$ cat src/rtl/comma_aligner_10b_if.sv
// Symbol/handshake bundle between the 8:10 gearbox side and the comma aligner.
interface comma_aligner_10b_if;
  logic       ser_valid;
  logic       sym_valid;
  logic [9:0] sym;
  logic       bitslip;
  logic       dout_valid;
  logic [9:0] dout;
  logic       dout_comma;
  logic       locked;

  // Gearbox / upstream side: supplies symbols, consumes slips and aligned data.
  modport master (
    output ser_valid, sym_valid, sym,
    input  bitslip, dout_valid, dout, dout_comma, locked
  );

  // Aligner side.
  modport slave (
    input  ser_valid, sym_valid, sym,
    output bitslip, dout_valid, dout, dout_comma, locked
  );
endinterface

$ cat src/rtl/comma_aligner_10b.sv
// K28.5 comma aligner: finds the bit offset of misaligned commas in the
// gearbox symbol stream, slips the gearbox until commas sit on the symbol
// boundary, and reports lock. Symbols pass through with one cycle of latency.
module comma_aligner_10b #(
  parameter int LOCK_COMMAS  = 4,
  parameter int MAX_GAP      = 1023,
  parameter int ERR_LIMIT    = 3,
  parameter int SETTLE_WORDS = 4
) (
  input logic                clk,
  input logic                rst_n,
  comma_aligner_10b_if.slave bus
);

  localparam int GAP_W = $clog2(MAX_GAP + 2);
  localparam int CNT_W = $clog2(LOCK_COMMAS + 1);
  localparam int ERR_W = $clog2(ERR_LIMIT + 1);
  localparam int SET_W = $clog2(SETTLE_WORDS + 1);

  typedef enum logic [2:0] {
    ST_HUNT,
    ST_SLIP,
    ST_SETTLE,
    ST_VERIFY,
    ST_LOCKED
  } state_e;

  state_e           state_q, state_d;
  logic [3:0]       slips_left_q, slips_left_d;
  logic [SET_W-1:0] settle_q, settle_d;
  logic [CNT_W-1:0] comma_cnt_q, comma_cnt_d;
  logic [ERR_W-1:0] err_q, err_d;
  logic [GAP_W-1:0] gap_q, gap_d, gap_inc;

  // Only the low 9 bits of the previous symbol can take part in a k=1..9
  // window, so bit 9 is not kept.
  logic [8:0]       prev_sym_q, prev_sym_d;
  logic [9:0]       dout_q, dout_d;
  logic             dout_valid_q, dout_valid_d;
  logic             dout_comma_q, dout_comma_d;

  logic [18:0]      win;
  logic             aligned_hit;
  logic             mis_hit;
  logic [3:0]       mis_k;
  logic             bitslip;

  function automatic logic is_comma(input logic [6:0] p);
    return (p == 7'b0011111) || (p == 7'b1100000);
  endfunction

  // Comma detection: aligned window plus the lowest misaligned offset k.
  always_comb begin
    // NOTE: every signal written here gets a default first, so no path can
    // leave it unassigned and infer a latch.
    win         = {prev_sym_q, bus.sym};
    aligned_hit = bus.sym_valid && is_comma(bus.sym[9:3]);
    mis_hit     = 1'b0;
    mis_k       = 4'd0;
    // Scan downwards so the last hit written is the lowest k.
    for (int k = 9; k >= 1; k--) begin
      if (is_comma(win[3+k +: 7])) begin
        mis_hit = bus.sym_valid;
        mis_k   = 4'(k);
      end
    end
    gap_inc = (&gap_q) ? gap_q : gap_q + GAP_W'(1);
  end

  // Datapath next values; passes symbols through regardless of state.
  always_comb begin
    dout_valid_d = bus.sym_valid;
    dout_d       = bus.sym_valid ? bus.sym      : dout_q;
    dout_comma_d = bus.sym_valid ? aligned_hit  : dout_comma_q;
    prev_sym_d   = bus.sym_valid ? bus.sym[8:0] : prev_sym_q;
  end

  // Datapath registers.
  always_ff @(posedge clk) begin
    // NOTE: registers use non-blocking assignments so every flop samples
    // pre-edge values regardless of statement order.
    if (!rst_n) begin
      dout_valid_q <= 1'b0;
      dout_q       <= '0;
      dout_comma_q <= 1'b0;
      prev_sym_q   <= '0;
    end else begin
      dout_valid_q <= dout_valid_d;
      dout_q       <= dout_d;
      dout_comma_q <= dout_comma_d;
      prev_sym_q   <= prev_sym_d;
    end
  end

  // FSM state register and its counters.
  always_ff @(posedge clk) begin
    if (!rst_n) begin
      state_q      <= ST_HUNT;
      slips_left_q <= '0;
      settle_q     <= '0;
      comma_cnt_q  <= '0;
      err_q        <= '0;
      gap_q        <= '0;
    end else begin
      state_q      <= state_d;
      slips_left_q <= slips_left_d;
      settle_q     <= settle_d;
      comma_cnt_q  <= comma_cnt_d;
      err_q        <= err_d;
      gap_q        <= gap_d;
    end
  end

  // FSM next state: hunt, slip, settle, verify, locked.
  always_comb begin
    state_d      = state_q;
    slips_left_d = slips_left_q;
    settle_d     = settle_q;
    comma_cnt_d  = comma_cnt_q;
    err_d        = err_q;
    gap_d        = gap_q;
    // gap counts valid symbols since the last aligned comma.
    if (bus.sym_valid) gap_d = aligned_hit ? '0 : gap_inc;

    unique case (state_q)
      ST_HUNT: begin
        if (aligned_hit) begin
          comma_cnt_d = CNT_W'(1);
          state_d     = ST_VERIFY;
        end else if (mis_hit) begin
          slips_left_d = 4'd10 - mis_k;
          state_d      = ST_SLIP;
        end
      end
      ST_SLIP: begin
        if (slips_left_q == '0) begin
          settle_d = '0;
          state_d  = ST_SETTLE;
        end else if (bitslip) begin
          slips_left_d = slips_left_q - 4'd1;
          if (slips_left_q == 4'd1) begin
            settle_d = '0;
            state_d  = ST_SETTLE;
          end
        end
      end
      ST_SETTLE: begin
        // Symbols straight after a slip burst may be torn; ignore them.
        if (bus.sym_valid) begin
          settle_d = settle_q + SET_W'(1);
          if (settle_q == SET_W'(SETTLE_WORDS - 1)) state_d = ST_HUNT;
        end
      end
      ST_VERIFY: begin
        if (aligned_hit) begin
          comma_cnt_d = comma_cnt_q + CNT_W'(1);
          if (comma_cnt_q == CNT_W'(LOCK_COMMAS - 1)) begin
            err_d   = '0;
            state_d = ST_LOCKED;
          end
        end else if (mis_hit) begin
          state_d = ST_HUNT;
        end else if (gap_q > GAP_W'(MAX_GAP)) begin
          state_d = ST_HUNT;
        end
      end
      ST_LOCKED: begin
        if (aligned_hit) begin
          err_d = '0;
        end else if (mis_hit || (bus.sym_valid && gap_inc == GAP_W'(MAX_GAP))) begin
          gap_d = '0;
          err_d = err_q + ERR_W'(1);
          if (err_q == ERR_W'(ERR_LIMIT - 1)) begin
            err_d   = '0;
            state_d = ST_HUNT;
          end
        end
      end
      default: state_d = ST_HUNT;
    endcase
  end

  // FSM outputs: slip only when the gearbox will sample it.
  always_comb begin
    bitslip    = (state_q == ST_SLIP) && (slips_left_q != '0) && bus.ser_valid && rst_n;
    bus.bitslip = bitslip;
    bus.locked  = (state_q == ST_LOCKED);
  end

  assign bus.dout_valid = dout_valid_q;
  assign bus.dout       = dout_q;
  assign bus.dout_comma = dout_comma_q;

endmodule

$ cat src/flat_wrapper.sv
// flat-port wrapper written by rule: the top's interface ports become plain ports
module comma_aligner_10b_flat 
#(
  parameter int LOCK_COMMAS  = 4,
  parameter int MAX_GAP      = 1023,
  parameter int ERR_LIMIT    = 3,
  parameter int SETTLE_WORDS = 4
)
  (clk, rst_n, bus_ser_valid, bus_sym_valid, bus_sym, bus_bitslip, bus_dout_valid, bus_dout, bus_dout_comma, bus_locked);
  comma_aligner_10b_if bus_i ();
  input logic clk;
  input logic rst_n;
  input wire logic [$bits(bus_i.ser_valid)-1:0] bus_ser_valid;
  input wire logic [$bits(bus_i.sym_valid)-1:0] bus_sym_valid;
  input wire logic [$bits(bus_i.sym)-1:0] bus_sym;
  output wire logic [$bits(bus_i.bitslip)-1:0] bus_bitslip;
  output wire logic [$bits(bus_i.dout_valid)-1:0] bus_dout_valid;
  output wire logic [$bits(bus_i.dout)-1:0] bus_dout;
  output wire logic [$bits(bus_i.dout_comma)-1:0] bus_dout_comma;
  output wire logic [$bits(bus_i.locked)-1:0] bus_locked;
  assign bus_i.ser_valid = bus_ser_valid;
  assign bus_i.sym_valid = bus_sym_valid;
  assign bus_i.sym = bus_sym;
  assign bus_bitslip = bus_i.bitslip;
  assign bus_dout_valid = bus_i.dout_valid;
  assign bus_dout = bus_i.dout;
  assign bus_dout_comma = bus_i.dout_comma;
  assign bus_locked = bus_i.locked;
  comma_aligner_10b #(.LOCK_COMMAS(LOCK_COMMAS), .MAX_GAP(MAX_GAP), .ERR_LIMIT(ERR_LIMIT), .SETTLE_WORDS(SETTLE_WORDS)) u_core (.clk(clk), .rst_n(rst_n), .bus(bus_i));
endmodule
$ cat config.mk
export PLATFORM = sky130hd
export DESIGN_NAME = comma_aligner_10b_flat
export DESIGN_NICKNAME = d
export VERILOG_FILES = /design/src/rtl/comma_aligner_10b_if.sv /design/src/rtl/comma_aligner_10b.sv /design/src/flat_wrapper.sv
export SDC_FILE = /design/constraint.sdc
export NUM_CORES = 1
export LEC_CHECK = 0
export CAP_MARGIN = 20
export CORE_UTILIZATION = 25
export DETAILED_ROUTE_END_ITERATION = 8
export PLACE_DENSITY_LB_ADDON = 0.05
export SETUP_SLACK_MARGIN = 0.02
export SLEW_MARGIN = 30
export SYNTH_ARGS = -nofsm -noshare
export SYNTH_HDL_FRONTEND = slang
export SYNTH_SLANG_ARGS = --single-unit
export TNS_END_PERCENT = 50
$ cat constraint.sdc
create_clock -name clk -period 3.38 [get_ports clk]
set_input_delay 0.507 -clock clk [delete_from_list [all_inputs] [get_ports clk]]
set_output_delay 0.507 -clock clk [all_outputs]
set_load 0.005 [all_outputs]
[Word-level counts from Yosys, hierarchy flattened]
Index checks and enable logic that the tools add are counted.
Storage, ports and cells
  input port bits: 14
  word-level logic and storage cells: 151
  register bits after elaboration: 47
  output and inout port bits: 14
Operators by class
  reduce and logical (&&, ||, !) cells: 29
  magnitude comparators: 1
  $add $sub $neg: 6
  equal/unequal tests: 47
  multiplexer cells: 58
Operators with widths (number)
  == test 7 x 5 -> 1 bit, second input constant: 10
  == test 7 bit, second input constant: 10
  two-way mux 11 bit: 6
  two-way mux 3 bit: 20
  two-way mux 4 bit: 13
  case mux 3 bit (5 select lines): 1
  inequality test 2 x 1 -> 1 bit, second input constant: 7
  == test 3 x 2 -> 1 bit, second input constant: 4
  case mux 3 bit (2 select lines): 2
  adder 11 x 1 -> 11 bit, second input constant: 1
  == test 11 x 10 -> 1 bit, second input constant: 1
  > comparator 11 x 10 -> 1 bit, second input constant: 1
  logical OR 1 bit: 11
  AND reduction 11 bit: 1
  two-way mux 2 bit: 5
  inequality test 2 bit, second input constant: 5
  AND reduction 10 bit: 1
  two-way mux 1 bit: 9
  inequality test 3 x 1 -> 1 bit, second input constant: 3
  case mux 4 bit (2 select lines): 1
  AND reduction 4 bit: 2
  nonzero test 2 bit: 4
  adder 3 x 1 -> 3 bit, second input constant: 2
  logical AND 1 bit: 5
  other kinds (16): 16

[Longest topological paths before layout]
Gate-level depths: netlist (run 1).
  word-level depth: 15
  depth in mapped cells: 11
  depth with buffers taken out: 10

[Worst setup path after synthesis (run 1)]
OpenSTA, ideal clock, no wires.
  path kind: input to register
  from: in bus_sym[9]
  to: reg u_core.slips_left_q[2]
  stages on the path: 10
  path slack: 0.638 ns
  data required time: 3.309 ns
  arrival: 2.672 ns
  path buffers: 1
  setup time: 0.071 ns
  path through: buf_2 -> nand4_1 -> or4b_2 -> nand3_1 -> o21bai_1 -> ha_1 -> or4_1 -> mux2i_1 -> o22ai_1 -> a21oi_1
Between the ends
  longest elaborated chain between the ends: 12
  elaborated cells between the ends (all ways): 41
  classes of those cells: add/sub (1); eq/ne (16); mux (15); reduce/logical (9)
RTL lines
  from (decl): RTL line flat_wrapper.sv:15  | input wire logic [$bits(bus_i.sym)-1:0] bus_sym;
  == test 7 x 5 -> 1 bit / == test 7 bit (equally long branches): RTL line comma_aligner_10b.sv:49  | return (p == 7'b0011111) || (p == 7'b1100000);
  logical OR 1 bit: RTL line comma_aligner_10b.sv:49
  two-way mux 4 bit (6 in series): RTL line comma_aligner_10b.sv:62  | if (is_comma(win[3+k +: 7])) begin
  subtractor 4 bit: RTL line comma_aligner_10b.sv:131  | slips_left_d = 4'd10 - mis_k;
  two-way mux 4 bit: RTL line comma_aligner_10b.sv:130  | end else if (mis_hit) begin
  two-way mux 4 bit: RTL line comma_aligner_10b.sv:127  | if (aligned_hit) begin
  case mux 4 bit (2 select lines): RTL line comma_aligner_10b.sv:125  | unique case (state_q)
  to (signal assigned): RTL line comma_aligner_10b.sv:106  | slips_left_q <= slips_left_d;
  to (decl): RTL line comma_aligner_10b.sv:29  | logic [3:0] slips_left_q, slips_left_d;
Several ways; a longest one is shown, not always the timed one. The select of a mux whose other input is x is not followed.
A chain may end at the register's enable or synchronous reset.

[Worst setup path in the final report (run 1)]
  from: in bus_sym[7]
  to: reg u_core.slips_left_q[2]
Between the ends
  longest elaborated chain between the ends: 10
  elaborated cells between the ends (all ways): 31
  classes of those cells: add/sub (1); eq/ne (12); mux (11); reduce/logical (7)
RTL lines (RTL line)
  == test 7 x 5 -> 1 bit / == test 7 bit (equally long branches): comma_aligner_10b.sv:49
  logical OR 1 bit: comma_aligner_10b.sv:49
  two-way mux 4 bit (4 in series): comma_aligner_10b.sv:62
  subtractor 4 bit: comma_aligner_10b.sv:131
  two-way mux 4 bit: comma_aligner_10b.sv:130
  two-way mux 4 bit: comma_aligner_10b.sv:127
  case mux 4 bit (2 select lines): comma_aligner_10b.sv:125
Several ways; a longest one is shown, not always the timed one. The select of a mux whose other input is x is not followed.

==> key figures, run 1 <==
Synthesis
  – Register area share after synthesis: 30.1%
  – Yosys cell types: 59
  – Netlist Area Pre-Place: 0.00252 mm²
  – Average cell area after synthesis: 7.77 µm²
  – Post-synth net total: 347
  – Yosys reg bits: 38
  – Post-synth EDFFs: 0
  – Top FF cell, synth: dfxtp_1
  – Syn. warnings: 0
  – Async SR Flop Fraction: 0%
  – Gate Count Post-Synth: 325

Critical path
  – Crit-path max FO: 6
  – Crit path DAT: 3.31 ns
  – Critical path capture point type: flop
  – Worst setup SP type: input pin
  – Req. time, crit path: 3.60 ns
  – Crit path kind: in2reg

Clock tree
  – CTS H-Tree Depth: 2
  – CTS-repair resized insts: 0
  – CTS tree: done
  – Clock latency on the worst-skew pair: 0.29 ns
  – CTS root buf: clkbuf_8
  – CTS max path bufs: 2
  – Setup bufs post-CTS: 0
  – Clock sinks: 38
  – Clock transition at the registers of the reported paths: 0.08 ns
  – Cts bufs inserted: 5
  – Hold-fix buffers, CTS: 0

Placed design
  – Post-detail-place hpwl: 5380 µm
  – IO Port Bufs: 27
  – Placer Congestion: 0.812
  – Cell count after placement: 486
  – Pre-CTS WS: 0.0303 ns

Global route
  – Vias in the first global route: 2458
  – Total track usage: 15.1%
  – First-pass GRT wire length: 12400 µm
  – Grt total ovfl: 0
  – Initial antenna violation count: 0
  – Largest net degree at the start of global routing: 34

Finish
  – Inserted Diodes: 0
  – Share of cells above drive strength 1: 10.8%
  – Layout Cells excl Fill: 494
  – Fin nets: 382
  – Area Growth Syn to Fin: 23.6%

STA
  – Relative slew slack: 63.2%
  – Fin Hold WS: 0.456 ns
  – Minimum clock period: 3.08 ns
  – Final worst path period share: 91.2%
  – Hold Vio Cnt, Final: 0
  – Final setup vio count: 0
  – Post-route setup slack: 0.296 ns
  – Final setup TNS: 0 ns
  – Layout Skew: 0.00616 ns
  – Unrepaired setup endpoints after global routing: no
  – Fmax: 0.324 GHz
  – Fin. max-slew vios: 0
  – Slew @ Worst Pin: 0.551 ns

Floorplanning
  – Floorplan core area: 0.00977 mm²
  – Chip height: 102 µm
  – Die area: 0.0105 mm²
  – Die X-Extent: 102 µm
  – Row count: 36
  – Starting Density: 25.8%
  – # IOs: 28

Worst hold path
  – Worst min path class: reg2reg

Pwr
  – Total power: 1.24 mW
  – Leakage: 1.11 nW
  – Maximum vdd drop: 0.162 mV
  – PwrDens: 398 mW/mm²

Route
  – Initial detailed-routing violation count: 109
  – Remaining DRCs: 0
  – Routed Antenna Nets: 0
  – Sum of routed wire length over all layers: 7460 µm
  – Drt via density: 5.22
  – Initial DRT Pass Iterations: 4
  – Via count: 2579
  – Routed len/inst: 15.1 µm

Status
  – Status: finished clean

Flow run
  – Max Cap Viol: 0
-- area by class of cell --
type | count | area [µm²]
sequential | 38 | 761
fill | 1091 | 6650
inverter | 14 | 52.6
tap | 133 | 166
timing repair buffer | 43 | 390
clock buffer | 8 | 110
multi-input combinational | 258 | 1640
-- Yosys cell counts (all sizes together) (4+ instances only) --
| cell | number | area, µm² |
|---|---|---|
| nand4 | 10 | 62.6 |
| mux2i | 14 | 140 |
| clkbuf | 5 | 18.8 |
| nand3b | 4 | 30.0 |
| nor3 | 12 | 60.1 |
| nand3 | 13 | 75.1 |
| nor3b | 5 | 42.5 |
| buf | 10 | 52.6 |
| inv | 14 | 52.6 |
| nor4 | 9 | 56.3 |
| nor2 | 41 | 154 |
| nand2 | 28 | 105 |
| a31oi | 8 | 50.1 |
| a22oi | 4 | 30.0 |
| a211oi | 7 | 52.6 |
| dfxtp | 38 | 761 |
| and3 | 7 | 46.3 |
| nand4b | 5 | 43.8 |
| o21ai | 16 | 80.1 |
| ha | 8 | 100 |
| a21oi | 15 | 75.1 |
-- path summary, 6_finish.rpt --
path / from / endpoint / slack, ns / cells after the start
worst min-delay path: u_core.settle_q[2] / u_core.settle_q[2] / 0.46 / 2
worst max register to register: u_core.gap_q[0] / u_core.gap_q[2] / 0.45 / 9
worst min register to register: u_core.settle_q[2] / u_core.settle_q[2] / 0.46 / 2
worst max-delay path: bus_sym[7] / u_core.slips_left_q[2] / 0.30 / 10
-- flip-flops by register name, summed over array words and instances, names as in the netlist --
name                   cells
u_core.err_q               2
u_core.state_q             3
u_core.settle_q            3
u_core.bus.dout_valid      1
u_core.gap_q              11
u_core.bus.dout           10
u_core.slips_left_q        4
u_core.bus.dout_comma      1
u_core.comma_cnt_q         3
-- power breakdown --
group          switching [mW]  internal (mW)
Sequential             0.0538          0.479
Combinational           0.178          0.154
Clock                   0.170          0.206
Total                   0.402          0.839
-- worst max-delay path, cell delays in order --
cell and delay (ns):
clkdlybuf4s50_1 0.61, nand4_1 0.14, or4b_2 0.66, nand3_1 0.13, o21bai_1 0.09, ha_1 0.24, or4_1 0.52, mux2i_1 0.16
o22ai_1 0.10, a21oi_1 0.15
-- kinds of logic (layout without fill, tap and decap cells) --
logic type,Yosys count,in the layout,share of synthesized area (%)
flip-flops,38,38,30.1
AND/OR/NAND/NOR,159,159,34.7
adder cells (fa/ha/maj),8,8,3.96
buffers and inverters,29,65,4.91
multiplexers,16,16,6.44
XOR/XNOR,1,1,0.347
AO/OA/AOI/OAI,74,74,19.5
-- cells in the final DEF (no fill, tap or decap), types with 3 or more instances in the layout --
cell	n
inv_1	14
nor4_1	9
nor2b_1	3
o31ai_1	3
a22oi_1	4
nand4b_1	5
a31oi_1	8
o22ai_1	3
nand2_1	28
a21oi_1	15
or4_1	3
nor4b_1	3
o21ai_0	15
buf_4	16
nor3_1	12
nand3b_1	4
ha_1	8
nor3b_1	4
and4_1	3
mux2i_1	14
clkbuf_8	8
clkdlybuf4s50_1	27
nand3_1	11
and3_1	5
nand4_1	10
dfxtp_1	38
a211oi_1	7
nor2_1	41
-- through the flow --
step	util (%)	area, µm²
after floorplan	-	2520
after global placement	30.8	3010
after detailed placement	30.8	3010
after CTS	31.9	3120
after global routing	31.9	3120
final	31.9	3120
-- routing by layer --
| layer | part of all wire (%) | routed length, µm | up-vias | GRT usage (%) |
|---|---|---|---|---|
| li1 | - | - | 1296 | - |
| met1 | 49 | 3630 | 1243 | 19.1 |
| met2 | 48 | 3600 | 36 | 26.5 |
| met3 | 2.3 | 168 | 4 | 2.44 |
| met4 | 0.76 | 57 | 0 | 4.18 |
| met5 | 0 | 0 | - | 0 |
Power figures use the tool's default switching activity.
==> run 2: changes to the inputs <==
--- a/config.mk
+++ b/config.mk
@@ -5,7 +5,7 @@
 export SDC_FILE = /design/constraint.sdc
 export NUM_CORES = 1
 export LEC_CHECK = 0
-export CAP_MARGIN = 20
+export CAP_MARGIN = 10
 export CORE_UTILIZATION = 25
 export DETAILED_ROUTE_END_ITERATION = 8
 export PLACE_DENSITY_LB_ADDON = 0.05
==> results of run 2 <==
Final layout, timing and power as in run 1 (identical DEF).
==> run 3: changes to the inputs <==
--- a/config.mk
+++ b/config.mk
@@ -7,8 +7,10 @@
 export LEC_CHECK = 0
 export CAP_MARGIN = 10
 export CORE_UTILIZATION = 25
+export CTS_CLUSTER_DIAMETER = 30
 export DETAILED_ROUTE_END_ITERATION = 8
 export PLACE_DENSITY_LB_ADDON = 0.05
+export RECOVER_POWER = 100
 export SETUP_SLACK_MARGIN = 0.02
 export SLEW_MARGIN = 30
 export SYNTH_ARGS = -nofsm -noshare
==> run 3 against run 2 <==
  * Cell area shrank 0.96%
  * Clock power about the same
  * Clock skew about the same
  * Sequential cell count stayed put
  * Core utilization fell by 0.31 points
  * Register-to-register slack lost 0.16 ns
  * Setup slack worse by 0.0050 ns
  * Hold slack hardly changed
  * Largest power group unchanged
==> key figures, run 3 (synthesis results as in run 1) <==
Floorplanning
  – Row count: 36 (unchanged)
  – Chip height: 102 µm (unchanged)
  – # IOs: 28 (unchanged)
  – Die area: 0.0105 mm² (unchanged)
  – Starting Density: 25.8% (unchanged)
  – Die X-Extent: 102 µm (unchanged)
  – Floorplan core area: 0.00977 mm² (unchanged)

Critical path
  – CP max stage cell: or4b_2
  – Cell count of the worst reg-to-reg path: 9 (unchanged)
  – Worst Setup SP: bus_sym[7]
  – Crit-path max FO: 6 (unchanged)
  – Max incr delay on CP: 0.66 ns (about the same)
  – Crit path kind: in2reg
  – Setup crit end: u_core.slips_left_q[2]
  – Reg-to-reg slack, setup: 0.29 ns (-0.16 ns)
  – Critical R2R Launch: u_core.gap_q[0]
  – Worst path bufs/invs: 1 (unchanged)
  – Critical path capture point type: flop
  – Worst path top cell family by delay: simple AND/OR/NAND/NOR gates
  – Crit path DAT: 3.31 ns (about the same)
  – Worst r2r dst: u_core.gap_q[2]
  – Req. time, crit path: 3.61 ns (about the same)
  – Worst-path cell chain: clkdlybuf4s50_1 > nand4_1 > or4b_2 > nand3_1 > o21bai_1 > ha_1 > or4_1 > mux2i_1 > o22ai_1 > a21oi_1
  – CP Depth: 10 (unchanged)
  – Worst setup SP type: input pin

Pwr
  – Leakage: 1.12 nW (+1.3%)
  – PwrDens: 399 mW/mm² (+0.42%)
  – Maximum vdd drop: 0.162 mV (-0.19%)
  – Total power: 1.23 mW (-0.55%)

Global route
  – Total track usage: 15.1% (unchanged)
  – Largest net degree at the start of global routing: 34 (unchanged)
  – Initial antenna violation count: 0 (unchanged)
  – Vias in the first global route: 2458 (unchanged)
  – First-pass GRT wire length: 12400 µm (unchanged)
  – Grt total ovfl: 0 (unchanged)

Finish
  – Number of fill cells: 1094 (+0.27%)
  – Fin nets: 382 (unchanged)
  – Max FFs per register: 11 (unchanged)
  – Final core occ: 31.6% (-0.31 points)
  – Area Growth Syn to Fin: 22.4%
  – Register area: 761 µm² (unchanged)
  – Most frequent cells in the layout: nor2_1 (41), dfxtp_1 (38), nand2_1 (28)
  – Final Cell Area: 0.00309 mm² (-0.96%)
  – Biggest register: u_core.gap_q
  – Commonest non-fill, non-tap cell in the layout: nor2_1
  – Inserted Diodes: 0 (unchanged)
  – Multi-input logic area: 0.00163 mm² (-0.92%)
  – Share of cells above drive strength 1: 8.86% (-1.9 points)

Route
  – Sum of routed wire length over all layers: 7440 µm (-0.24%)
  – Routed Antenna Nets: 0 (unchanged)
  – Remaining DRCs: 0 (unchanged)
  – Initial DRT Pass Iterations: 4 (unchanged)
  – Routed len/inst: 15.1 µm (-0.24%)
  – Initial detailed-routing violation count: 101 (-7.3%)
  – Drt via density: 5.25 (+0.58%)
  – Via count: 2594 (+0.58%)

Clock tree
  – CTS root buf: clkbuf_8
  – Clock latency on the worst-skew pair: 0.29 ns (about the same)
  – CTS max path bufs: 2 (unchanged)
  – CTS-repair resized insts: 0 (unchanged)
  – CTS tree: done
  – Clock transition at the registers of the reported paths: 0.08 ns (about the same)
  – Clock sinks: 38 (unchanged)
  – Cts bufs inserted: 5 (unchanged)
  – Setup bufs post-CTS: 0 (unchanged)
  – CTS H-Tree Depth: 2 (unchanged)
  – Hold-fix buffers, CTS: 0 (unchanged)

STA
  – Slew @ Worst Pin: 0.549 ns (-0.00141 ns)
  – Unrepaired setup endpoints after global routing: no
  – Post-route setup slack: 0.291 ns (-0.00500 ns)
  – Final setup TNS: 0 ns (unchanged)
  – Minimum clock period: 3.09 ns (+0.00500 ns)
  – Layout Skew: 0.00634 ns (+0.000186 ns)
  – Fmax: 0.324 GHz (-0.16%)
  – Final setup vio count: 0 (unchanged)
  – Relative slew slack: 63.3% (+0.094 points)
  – Final worst path period share: 91.4% (+0.15 points)
  – Fin. max-slew vios: 0 (unchanged)
  – Hold Vio Cnt, Final: 0 (unchanged)

Placed design
  – Post-detail-place hpwl: 5380 µm (unchanged)
  – IO Port Bufs: 27 (unchanged)
  – Pre-CTS WS: 0.0303 ns (unchanged)
  – Placed cell areas: 0.00301 mm² (unchanged)
  – Placer Congestion: 0.812 (unchanged)

Status
  – Status: finished clean

Flow run
  – Max Cap Viol: 0 (unchanged)

Worst hold path
  – Worst min path class: reg2reg
-- run 3: cell count changes in the layout (fill, tap and decap cells not counted), sizes merged --
cell / change
dlygate4sd3: +15
buf: -4
clkbuf: +4
clkdlybuf4s50: -15
-- run 3: stage by stage --
step,instances,hold WS [ns]
final,494,0.456
after global placement,486,0.443
after detailed placement,486,0.447
after global routing,494,0.482
after floorplan,325,0.432
after CTS,494,0.459
-- run 3: power by group --
group,total [mW],switching [mW],internal [mW]
clock network,0.378,0.172,0.206
logic,0.324,0.177,0.147
registers,0.532,0.0530,0.479
-- run 3: worst min path at each step --
| stage | cells past startpoint | startpoint | to |
|---|---|---|---|
| floorplan | 2 | u_core.settle_q[2] | u_core.settle_q[2] |
| global placement | 2 | u_core.settle_q[1] | u_core.settle_q[1] |
| detailed placement | 2 | u_core.settle_q[2] | u_core.settle_q[2] |
| CTS | 2 | u_core.settle_q[2] | u_core.settle_q[2] |
| global route | 2 | u_core.settle_q[2] | u_core.settle_q[2] |
| finish | 2 | u_core.settle_q[2] | u_core.settle_q[2] |
-- run 3: metal layers --
layer	GRT usage [%]	up-vias	routed length, µm
li1	-	1294	-
met1	19.1	1247	3560
met2	26.5	48	3590
met3	2.44	5	214
met4	4.18	0	77
met5	0	-	0
-- run 3: cell type report --
cell class	instances	share of cell area, %
multi-input combinational	258	52.6
sequential	38	24.6
timing repair buffer	43	12.1
tap	133	5.38
clock buffer	8	3.56
inverter	14	1.70
-- run 3: tightest hold or removal path: stages, from the launching register on --
cell	delay, ns
dfxtp_1	0.32
nand2_1	0.05
a21oi_1	0.05
==> RTL change 1: new RTL, config.mk and constraints of run 1 <==
`MAX_GAP` is set to 1023 in 2 places; all go to 2046.
--- a/src/rtl/comma_aligner_10b.sv
+++ b/src/rtl/comma_aligner_10b.sv
@@ -5,3 +5,3 @@
   parameter int LOCK_COMMAS  = 4,
-  parameter int MAX_GAP      = 1023,
+  parameter int MAX_GAP      = 2046,
   parameter int ERR_LIMIT    = 3,
--- a/src/flat_wrapper.sv
+++ b/src/flat_wrapper.sv
@@ -4,3 +4,3 @@
   parameter int LOCK_COMMAS  = 4,
-  parameter int MAX_GAP      = 1023,
+  parameter int MAX_GAP      = 2046,
   parameter int ERR_LIMIT    = 3,
Behaviour: same outputs for any inputs over 10 cycles, from zero or initial values and one cycle with rst_n low; that may be too few to reach the edited logic, so the function may still have changed.
==> RTL change 1 against run 1 <==
Die area is 8.2% higher. First-iteration DRC count fell by 21%. Clock power fell by 9.0%. Register-to-register slack improved by 0.26 ns. Wire length rose by 6.0%. Non-clock buffer count down 7. Area after synthesis is 8.4% higher. Worst setup slack improved by 0.26 ns. Via count grew 1.1%. Sequential cell count stayed put. Final area rose by 2.6%. Total power decreased by 6.9%. Largest power group unchanged.
==> RTL change 1: results (changes against run 1) <==
stage,metric,value,unit,change
synthesis,synth_fa_ha_area_share,4.57,%,was 3.96%
global_route,grt_pass1_vias,2547,,was 2458
global_route,grt_pass1_wl,13.1,mm,was 12.4 mm
floorplan,dieArea,0.0114,mm^2,was 0.0105 mm^2
final_layout,drive_gt1_share,9.59,%,was 10.8%
synthesis,synth_cell_types,64,,was 59
final_layout,seq_share,23.8,%,was 24.4%
synthesis,avgSynthCellArea,7.89,um^2,was 7.77 um^2
synthesis,synth.area.top_cells,"dfxtp_1 (28%), mux2i_1 (5.5%), ha_1 (4.6%)",,"was dfxtp_1 (30%), nor2_1 (6.1%), mux2i_1 (5.6%)"
synthesis,synthMuxAreaShare,5.49,%,was 6.44%
placed_design,pre_cts_slack,0.208,ns,was 0.0303 ns
power,p_leak,1.16,nW,was 1.11 nW
power,peakVddDrop,0.127,mV,was 0.162 mV
synthesis,synth-xor-area-share,0.320,%,was 0.347%
final_layout,n_fill_cell,1188,,was 1091
setup_path,cp_slowest_cell,clkdlybuf4s50_1,,was or4b_2
global_route,grt_usage,14.5,%,was 15.1%
global_route,grt_max_degree,37,,was 34
final_layout,nets,388,,was 382
final_layout,fin_cells,501,,was 494
placed_design,dp.cells,493,,was 486
routing,drtPass1Iterations,5,,was 4
routing,drt_iter0_markers,86,,was 109
synthesis,synth_fp_nets,371,,was 347
run_status,status,"complete, no violations",,unchanged
setup_path,slowest_delay,0.50,ns,was 0.66 ns
routing,num_vias,2608,,was 2579
final_layout,multi_input_cells,270,,was 258
synthesis,synth_commonest_cells,"dfxtp_1 (38), nand2_1 (32), nor2_1 (32)",,"was nor2_1 (41), dfxtp_1 (38), nand2_1 (28)"
routing,drt_wl_total,7.90,mm,was 7.46 mm
final_layout,postLayoutCoreUtil,30.6,%,was 31.9%
final_layout,buffer_area_share,10.6,%,was 12.5%
final_layout,final-clk-cell-share,2.97,%,was 3.53%
synthesis,synth_compound_area_share,25.3,%,was 19.5%
final_layout,clkbuf_count,6,,was 8
final_layout,seq_cell_count,38,,unchanged
placed_design,placed_area,0.00311,mm^2,was 0.00301 mm^2
setup_path,arrival,3.05,ns,was 3.31 ns
setup_path,worstPathMaxFanout,7,,was 6
setup_path,cp_top_family,compound AO/OA/AOI/OAI gates,,was simple AND/OR/NAND/NOR gates
final_layout,inverters_excl_clock,13,,was 14
-- RTL change 1: power breakdown --
part,internal [W],switching (W),leakage [nW],total [W]
combinational,0.000129,0.000168,0.799,0.000297
clock,0.000164,0.000179,0.0472,0.000343
sequential,0.000473,0.0000412,0.309,0.000515
-- RTL change 1: worst paths after layout --
kind	start	end	slack, ns	cells past startpoint
setup / recovery	bus_sym[8]	u_core.slips_left_q[2]	0.55	13
hold / removal	u_core.settle_q[2]	u_core.settle_q[2]	0.46	2
setup reg to reg	u_core.bus.dout[0]	u_core.slips_left_q[2]	0.71	11
hold reg to reg	u_core.settle_q[2]	u_core.settle_q[2]	0.46	2
-- RTL change 1: cell families (layout without fill, tap and decap cells) --
group,Yosys count,in the layout
mux,15,15
fa+ha+maj,10,10
simple gates,150,150
xor+xnor,1,1
flops,38,38
compound gates,94,94
buf+inv,39,57
-- RTL change 1: per-layer routing --
metal	share of wire, %	track usage [%]
met5	0	0
met4	0.51	2.94
met3	2.7	2.74
met2	49	24.7
met1	48	18.9
==> RTL change 2: new RTL, config.mk and constraints of run 1 <==
Made on the original files. Encoding of `state_e`: now Gray code (3 bits for 5 states).
--- a/src/rtl/comma_aligner_10b.sv
+++ b/src/rtl/comma_aligner_10b.sv
@@ -20,7 +20,7 @@
   typedef enum logic [2:0] {
-    ST_HUNT,
-    ST_SLIP,
-    ST_SETTLE,
-    ST_VERIFY,
-    ST_LOCKED
+    ST_HUNT   = 3'b000,
+    ST_SLIP   = 3'b001,
+    ST_SETTLE = 3'b011,
+    ST_VERIFY = 3'b010,
+    ST_LOCKED = 3'b110
   } state_e;
Check against the original RTL: same outputs for any inputs over 10 cycles, from zero or initial values and one cycle with rst_n low; not proved beyond that.
==> RTL change 2 against run 1 <==
Worst setup slack improved by 0.14 ns. Count of clock-buffer cells in the layout fell by 3. Total power fell by 9.4%. Utilization fell by 0.41 points. Final area rose by 0.52%. First-iteration DRC count rose by 52%. Wire length rose by 0.54%. Critical path depth fell by 1. Area after synthesis rose by 3.1%. Sequential power fell by 7.1%. Final cell count fell by 0.20%. Sequential cell count did not move. Non-clock buffer count fell by 8. Critical endpoint is now u_core.state_q[0].
==> RTL change 2: results (changes against run 1) <==
stage,metric,value,unit,change
run_status,status,"complete, no violations",,unchanged
placed_design,dp.cells,485,,was 486
synthesis,synth_commonest_cells,"nor2_1 (46), dfxtp_1 (38), nand2_1 (29)",,"was nor2_1 (41), dfxtp_1 (38), nand2_1 (28)"
synthesis,synth.area.top_cells,"dfxtp_1 (29%), nor2_1 (6.6%), mux2i_1 (5.4%)",,"was dfxtp_1 (30%), nor2_1 (6.1%), mux2i_1 (5.6%)"
setup_path,cp_top_family,compound AO/OA/AOI/OAI gates,,was simple AND/OR/NAND/NOR gates
synthesis,synth_fp_nets,356,,was 347
placed_design,hpwl,5.59,mm,was 5.38 mm
synthesis,synth_cell_types,72,,was 59
timing,skew,0.0118,ns,was 0.00616 ns
routing,drt_iter0_markers,166,,was 109
global_route,grt_antenna_before_repair,0,,unchanged
synthesis,yosysSeqAreaShare,29.2,%,was 30.1%
setup_path,worstPathMaxFanout,9,,was 6
global_route,grt_max_degree,32,,was 34
final_layout,largest_reg_flops,11,,unchanged
setup_path,slowest_delay,0.58,ns,was 0.66 ns
clock_tree,root_buffer,clkbuf_8,,unchanged
power,p_leak,1.18,nW,was 1.11 nW
routing,viasPerCell,5.10,,was 5.22
placed_design,placed_area,0.00303,mm^2,was 0.00301 mm^2
setup_path,arrival,3.14,ns,was 3.31 ns
timing,tightest_slew,0.629,ns,was 0.551 ns
routing,num_vias,2515,,was 2579
power,peakVddDrop,0.154,mV,was 0.162 mV
final_layout,drive_gt1_share,8.06,%,was 10.8%
setup_path,cp_slowest_cell,or4b_4,,was or4b_2
global_route,grt_usage,14.6,%,was 15.1%
routing,drt_wl_total,7.50,mm,was 7.46 mm
global_route,grt_pass1_wl,12.9,mm,was 12.4 mm
setup_path,r2r_slack,0.48,ns,was 0.45 ns
synthesis,avgSynthCellArea,7.80,um^2,was 7.77 um^2
power,p_switching,0.000334,W,was 0.000402 W
setup_path,startpoint,bus_sym[9],,was bus_sym[7]
[RTL change 2: per-layer routing]
metal,share of wire [%],track usage [%],vias up
met5,0,0,-
met4,0.51,2.55,0
met3,3.3,2.32,2
met2,42,22.3,38
met1,54,21.4,1194
li1,-,-,1281
[RTL change 2: metrics by stage]
step	setup slack [ns]	hold WS [ns]	power [W]
after global placement	0.186	0.445	0.000741
after detailed placement	0.117	0.447	0.000739
after global routing	0.257	0.486	0.00119
after CTS	0.425	0.462	0.00114
final	0.439	0.460	0.00112
after floorplan	0.882	0.432	0.000652
[RTL change 2: layout make-up]
| cell class | count | area [um^2] |
|---|---|---|
| clock buffers | 5 | 68.8 |
| clock inverters | 3 | 40.0 |
| fillers | 1071 | 6820 |
| inverters | 12 | 45.0 |
| multi-input cells | 267 | 1730 |
| flip-flops and latches | 38 | 761 |
| well taps | 133 | 166 |
| repair buffers | 35 | 330 |
[RTL change 2: tightest hold or removal path, stage by stage (launching register included)]
cell     delay (ns)
dfxtp_1        0.32
nand2_1        0.05
a21oi_1        0.05
[RTL change 2: how the worst min path moves through the flow]
stage	from	to	slack, ns	cells after the start
after CTS	u_core.settle_q[2]	u_core.settle_q[2]	0.46	2
after detailed placement	u_core.settle_q[2]	u_core.settle_q[2]	0.45	2
after floorplan	u_core.settle_q[2]	u_core.settle_q[2]	0.43	2
after global placement	u_core.settle_q[1]	u_core.settle_q[1]	0.44	2
final	u_core.settle_q[2]	u_core.settle_q[2]	0.46	2
after global routing	u_core.settle_q[2]	u_core.settle_q[2]	0.49	2
[RTL change 2: cell families after synthesis]
kind of cell    count (synthesis)  share of synthesized area, %
compound gates                 87                          23.5
simple gates                  155                          32.5
mux                            14                          5.38
flops                          38                          29.2
xor+xnor                        3                          1.01
fa+ha+maj                       8                          3.84
buf+inv                        29                          4.52
[RTL change 2: power by group through the flow]
stage / registers [W] / logic [W] / clock network (W)
4_1_cts: 0.000495 / 0.000236 / 0.000412
6_report: 0.000495 / 0.000235 / 0.000395
3_5_place_dp: 0.000505 / 0.000234 / 0
3_3_place_gp: 0.000506 / 0.000235 / 0
5_1_grt: 0.000499 / 0.000262 / 0.000434
2_1_floorplan: 0.000491 / 0.000161 / 0
